===== src/rtl/bht_local_hist_pkg.sv =====
// Shared frontend types and index helpers for the
// local-history branch history table.
package bht_local_hist_pkg;

  localparam int unsigned BHT_ENTRIES  = 32;
  localparam int unsigned BHT_HIST     = 3;
  localparam int unsigned BHT_IPF      = 2;
  localparam int unsigned BHT_VLEN     = 32;
  localparam int unsigned BHT_ROWS     = BHT_ENTRIES / BHT_IPF;
  localparam int unsigned BHT_COL_BITS = $clog2(BHT_IPF);
  localparam int unsigned BHT_ROW_BITS = $clog2(BHT_ROWS);
  localparam int unsigned BHT_IDX_BITS = BHT_ROW_BITS + BHT_COL_BITS;
  localparam int unsigned BHT_NR_CNT   = 1 << BHT_HIST;

  typedef struct packed {
    logic                valid;
    logic [BHT_VLEN-1:0] pc;
    logic                taken;
  } bht_update_t;

  typedef struct packed {
    logic valid;
    logic taken;
  } bht_prediction_t;

  typedef struct packed {
    logic                       valid;
    logic [BHT_HIST-1:0]        hist;
    logic [BHT_NR_CNT-1:0][1:0] cnt;
  } bht_entry_t;

  localparam bht_entry_t BHT_RST_ENTRY = '{
    valid: 1'b0,
    hist:  '0,
    cnt:   {BHT_NR_CNT{2'b01}}
  };

  function automatic logic [BHT_ROW_BITS-1:0] bht_row(
    input logic [BHT_VLEN-1:0] pc
  );
    return pc[1+BHT_COL_BITS +: BHT_ROW_BITS];
  endfunction

  function automatic logic [BHT_COL_BITS-1:0] bht_col(
    input logic [BHT_VLEN-1:0] pc
  );
    return pc[1 +: BHT_COL_BITS];
  endfunction

endpackage


===== src/rtl/bht_sat_counter.sv =====
// 2-bit saturating counter next value
// plus taken decode of the current value.
module bht_sat_counter (
  input  logic [1:0] i_cnt,
  input  logic       i_taken,
  output logic [1:0] o_cnt,
  output logic       o_taken
);

  // Move toward the resolved direction, clamp at 0 and 3
  always_comb begin
    o_cnt = i_cnt;
    unique case (1'b1)
      (i_taken && i_cnt != 2'b11):  o_cnt = i_cnt + 2'd1;
      (!i_taken && i_cnt != 2'b00): o_cnt = i_cnt - 2'd1;
      default:                      o_cnt = i_cnt;
    endcase
    o_taken = i_cnt[1];
  end

endmodule


===== src/rtl/bht_local_hist.sv =====
// Local-history BHT: zero-latency per-slot lookup,
// single resolved-branch update per cycle.
module bht_local_hist
  import bht_local_hist_pkg::*;
#(
  parameter int unsigned NR_ENTRIES      = BHT_ENTRIES,
  parameter int unsigned HIST_LEN        = BHT_HIST,
  parameter int unsigned INSTR_PER_FETCH = BHT_IPF,
  parameter int unsigned VLEN            = BHT_VLEN
) (
  input  logic                       clk_i,
  input  logic                       rst_i,
  input  logic                       flush_bp_i,
  input  logic                       debug_mode_i,
  input  logic [VLEN-1:0]            vpc_i,
  input  logic                       upd_valid_i,
  input  logic [VLEN-1:0]            upd_pc_i,
  input  logic                       upd_taken_i,
  output logic [INSTR_PER_FETCH-1:0] pred_valid_o,
  output logic [INSTR_PER_FETCH-1:0] pred_taken_o
);

  bht_entry_t r_tab [NR_ENTRIES];

  bht_update_t              w_upd;
  logic [BHT_IDX_BITS-1:0] w_upd_idx;
  logic [BHT_ROW_BITS-1:0] w_row;
  bht_entry_t               w_base;
  bht_entry_t               w_new;
  logic [1:0]               w_sel_cnt;
  logic [1:0]               w_nxt_cnt;
  logic                     w_cnt_taken;
  logic                     w_unused;

  assign w_upd = '{
    valid: upd_valid_i & ~debug_mode_i,
    pc:    upd_pc_i,
    taken: upd_taken_i
  };

  assign w_upd_idx = {bht_row(w_upd.pc), bht_col(w_upd.pc)};
  assign w_row     = bht_row(vpc_i);

  assign w_unused = ^{vpc_i[0],
                      vpc_i[1 +: BHT_COL_BITS],
                      vpc_i[VLEN-1:1+BHT_IDX_BITS],
                      w_upd.pc[0],
                      w_upd.pc[VLEN-1:1+BHT_IDX_BITS],
                      w_cnt_taken};

  // Per-slot lookup: row from the fetch PC, column = slot
  for (genvar i = 0; i < INSTR_PER_FETCH; i++) begin : g_slot
    localparam logic [BHT_COL_BITS-1:0] LC = BHT_COL_BITS'(i);
    bht_entry_t      w_e;
    bht_prediction_t w_pred;
    assign w_e          = r_tab[{w_row, LC}];
    assign w_pred.valid = w_e.valid & ~rst_i;
    assign w_pred.taken = w_pred.valid & w_e.cnt[w_e.hist][1];
    assign pred_valid_o[i] = w_pred.valid;
    assign pred_taken_o[i] = w_pred.taken;
  end

  // Invalid entries train from a clean history and counters
  always_comb begin
    w_base = r_tab[w_upd_idx];
    if (!w_base.valid) begin
      w_base = BHT_RST_ENTRY;
    end
    w_sel_cnt = w_base.cnt[w_base.hist];
  end

  bht_sat_counter u_cnt (
    .i_cnt   (w_sel_cnt),
    .i_taken (w_upd.taken),
    .o_cnt   (w_nxt_cnt),
    .o_taken (w_cnt_taken)
  );

  // Build the trained entry: counter, shifted history, valid
  always_comb begin
    w_new                  = w_base;
    w_new.valid            = 1'b1;
    w_new.cnt[w_base.hist] = w_nxt_cnt;
    w_new.hist = HIST_LEN'({w_base.hist, w_upd.taken});
  end

  // Table state: flush clears valids only and beats update
  always_ff @(posedge clk_i or posedge rst_i) begin
    if (rst_i) begin
      for (int e = 0; e < NR_ENTRIES; e++) begin
        r_tab[e] <= BHT_RST_ENTRY;
      end
    end else if (flush_bp_i) begin
      for (int e = 0; e < NR_ENTRIES; e++) begin
        r_tab[e].valid <= 1'b0;
      end
    end else if (w_upd.valid) begin
      r_tab[w_upd_idx] <= w_new;
    end
  end

endmodule

===== config.mk =====
export PLATFORM = sky130hd
export DESIGN_NAME = bht_local_hist
export DESIGN_NICKNAME = d
export VERILOG_FILES = /design/src/rtl/bht_local_hist_pkg.sv /design/src/rtl/bht_sat_counter.sv /design/src/rtl/bht_local_hist.sv
export SDC_FILE = /design/constraint.sdc
export NUM_CORES = 2
export LEC_CHECK = 0
export BUFFER_PORTS_ARGS = -buffer_cell sky130_fd_sc_hd__buf_2
export CORE_AREA = 2 2 307 309
export CTS_BUF_LIST = sky130_fd_sc_hd__clkbuf_8
export DETAILED_ROUTE_END_ITERATION = 10
export DIE_AREA = 0 0 309 311
export PLACE_DENSITY = 0.52
export SETUP_SLACK_MARGIN = 0.05
export SYNTH_ARGS = -nofsm -noshare
export SYNTH_HDL_FRONTEND = slang
export SYNTH_HIERARCHICAL = 1
export SYNTH_SLANG_ARGS = --single-unit
export TNS_END_PERCENT = 5

===== constraint.sdc =====
create_clock -name clk_i -period 21.5 [get_ports clk_i]
set_input_delay 1.075 -clock clk_i [delete_from_list [all_inputs] [get_ports clk_i]]
set_output_delay 1.075 -clock clk_i [all_outputs]
set_load 0.005 [all_outputs]

==> run_results.csv <==
group,metric,value,unit
clocking,clkSinkCount,640,
clocking,clock_path_buffers,3,
global_routing,antenna_found_initial,4,
power_and_ir_drop,power.density,77.1,nW/um^2
drt,routed_via_density,5.78,
synthesis,syn_area,32300,sq um
setup_path,critical_path_class,"input port to flip-flop",
clocking,clk_pin_slew_worst_paths,0.07,ns
clocking,cts_tree,"built",
drt,firstDrtPassIters,5,
sta,setup_viol,0,
die,initial_utilization,0.348,
setup_path,worstPathArrival,7.39,ns
layout,register_area,16300,sq um
placed_design,gp_congestion,0.904,
layout,largest_reg_flops,640,
clocking,worstSkewPairLatency,0.78,ns
worst_hold_path,hp-class,"input port to async pin",
sta,hold_viol,0,
sta,fin_crit,6.71,ns
sta,whs,0.428,ns
power_and_ir_drop,vdd_drop_max,0.0446,mV
setup_path,cp-start-kind,"input port",
clocking,ctsResizeCount,0,
die,dieArea,96100,sq um
clocking,ctsRootBufferMaster,"clkbuf_8",
die,std_cell_rows,112,
synthesis,synthCells,2946,
drt,vias,24500,
die,coreArea,92800,sq um
sta,tightest_slew,1.23,ns
global_routing,grt_max_degree,81,
clocking,ctsHoldBuffers,0,
layout,fillerInstances,9151,
setup_path,worst_ep_required_time,22.17,ns
setup_path,critPathMaxFanout,36,
setup_path,cp-end-kind,"flip-flop",
die,die_h,311,um
run_status,outcome,"finished clean",
placed_design,numPortBuffers,18,
setup_path,crit_buf_inv,4,
layout,fin_nets,2959,
sta,timing.fmax,149,MHz
global_routing,track_usage,0.242,
drt,drc,0,
sta,min_period_over_period,0.312,
drt,wl_per_cell,27.4,um
power_and_ir_drop,leakagePower,14.8,nW
global_routing,grt_pass1_vias,24600,
synthesis,synth_area_per_cell,11.0,sq um
clocking,numCtsBuffers,113,
clocking,cts_setup_buffers,0,
synthesis,synth_nets,3016,
setup_path,worst_path_largest_cell_delay,0.96,ns
clocking,cts.htree.levels,3,
layout,drive_above_1_share,0.280,
layout,area_growth,10.4,%
layout,reg_top3,"r_tab x640",
layout,mostFrequentLayoutCell,"nand2_1",
sta,final-max-slew-violation-count,0,
drt,final_antenna_net_count,0,
layout,top_register,"r_tab",
drt,drt-total-wl,116000,um
drt,drt-initial-drc-count,2559,
die,die_w,309,um
run,cap_violations,0,
die,ios,74,
synthesis,ys_warn_count,6,
placed_design,dp_hpwl,69800,um
sta,relSlewSlack,0.176,
setup_path,crit_chain,"buf_2 > buf_4 > nand4b_1 > buf_4 > o22ai_1 > or4_1 > or2_1 > nand2_1 > mux2i_1 > o211ai_1 > a21oi_1 > nor2_1 > inv_1 > mux2_2 > o21ai_0",
layout,most-common-layout-cells,"nand2_1, dfrtp_1, o21ai_0",
setup_path,crit_path_top_delay_cell,"nand4b_1",
global_routing,grt_overflow_total,0,
sta,setup_tns,0,ns
layout,multi_input_area,14500,sq um
sta,clock_skew,0.0501,ns
sta,rsz0062_at_grt,"no",
setup_path,critPathTopFamily,"simple AND/OR/NAND/NOR gates",
global_routing,grt_first_pass_wirelength,170000,um
setup_path,crit_top_cell,"buf_4",
[worst reg2reg max path, stage by stage (launching register included)]
cell and delay [ns]:
dfrtp_1 0.41, mux2i_1 0.16, o22ai_1 0.11, or4_1 0.67, or2_1 0.58, nand2_1 0.96, mux2i_1 0.18, o211ai_1 0.39
a21oi_1 0.07, nor2_1 0.43, inv_1 0.17, mux2_2 0.54, o21ai_0 0.32
[stage by stage]
step / power [mW] / setup slack (ns) / utilization / cell area [sq um] / cells
detailed placement: 1.59 / 14.13 / 0.359 / 33300 / 4028
CTS: 2.77 / 14.94 / 0.385 / 35700 / 4235
floorplan: 1.53 / 2.90 / - / 32300 / 2946
finish: 2.75 / 14.79 / 0.385 / 35700 / 4236
global route: 2.86 / 14.50 / 0.385 / 35700 / 4236
global placement: 1.58 / 14.30 / 0.359 / 33300 / 4028
[path summary, 6_finish.rpt]
check,startpoint,end,slack [ns],cells after the start
setup reg to reg,r_tab[556],r_tab[187],16.43,12
hold / removal,rst_i,r_tab[243],0.43,2
hold reg to reg,r_tab[608],r_tab[608],0.46,2
max in group asynchronous,rst_i,r_tab[155],18.37,5
setup / recovery,upd_pc_i[2],r_tab[187],14.79,15
min in group clk_i,r_tab[608],r_tab[608],0.46,2
[area by class of cell]
type / count / share of cell area
multi-input cells: 1997 / 0.407
diodes: 1 / 0.0000701
flip-flops and latches: 640 / 0.458
inverters: 36 / 0.00400
clock inverters: 53 / 0.00743
clock buffers: 154 / 0.0594
repair buffers: 101 / 0.0205
well taps: 1254 / 0.0440
[layer usage]
metal  share of wire  up-vias  track usage
met4           0.044        6        0.104
met5         0.00037        -            0
li1                -    10500            -
met1            0.41    12600        0.321
met3           0.079      288       0.0516
met2            0.47     1093        0.382
[power breakdown]
part	leakage [nW]	switching (mW)	internal, mW	total [mW]
logic	5.46	0.135	0.0874	0.223
clock network	1.36	0.531	0.646	1.18
registers	8.00	0.0373	1.31	1.35
No activity file was read; power rests on OpenSTA's default activity.
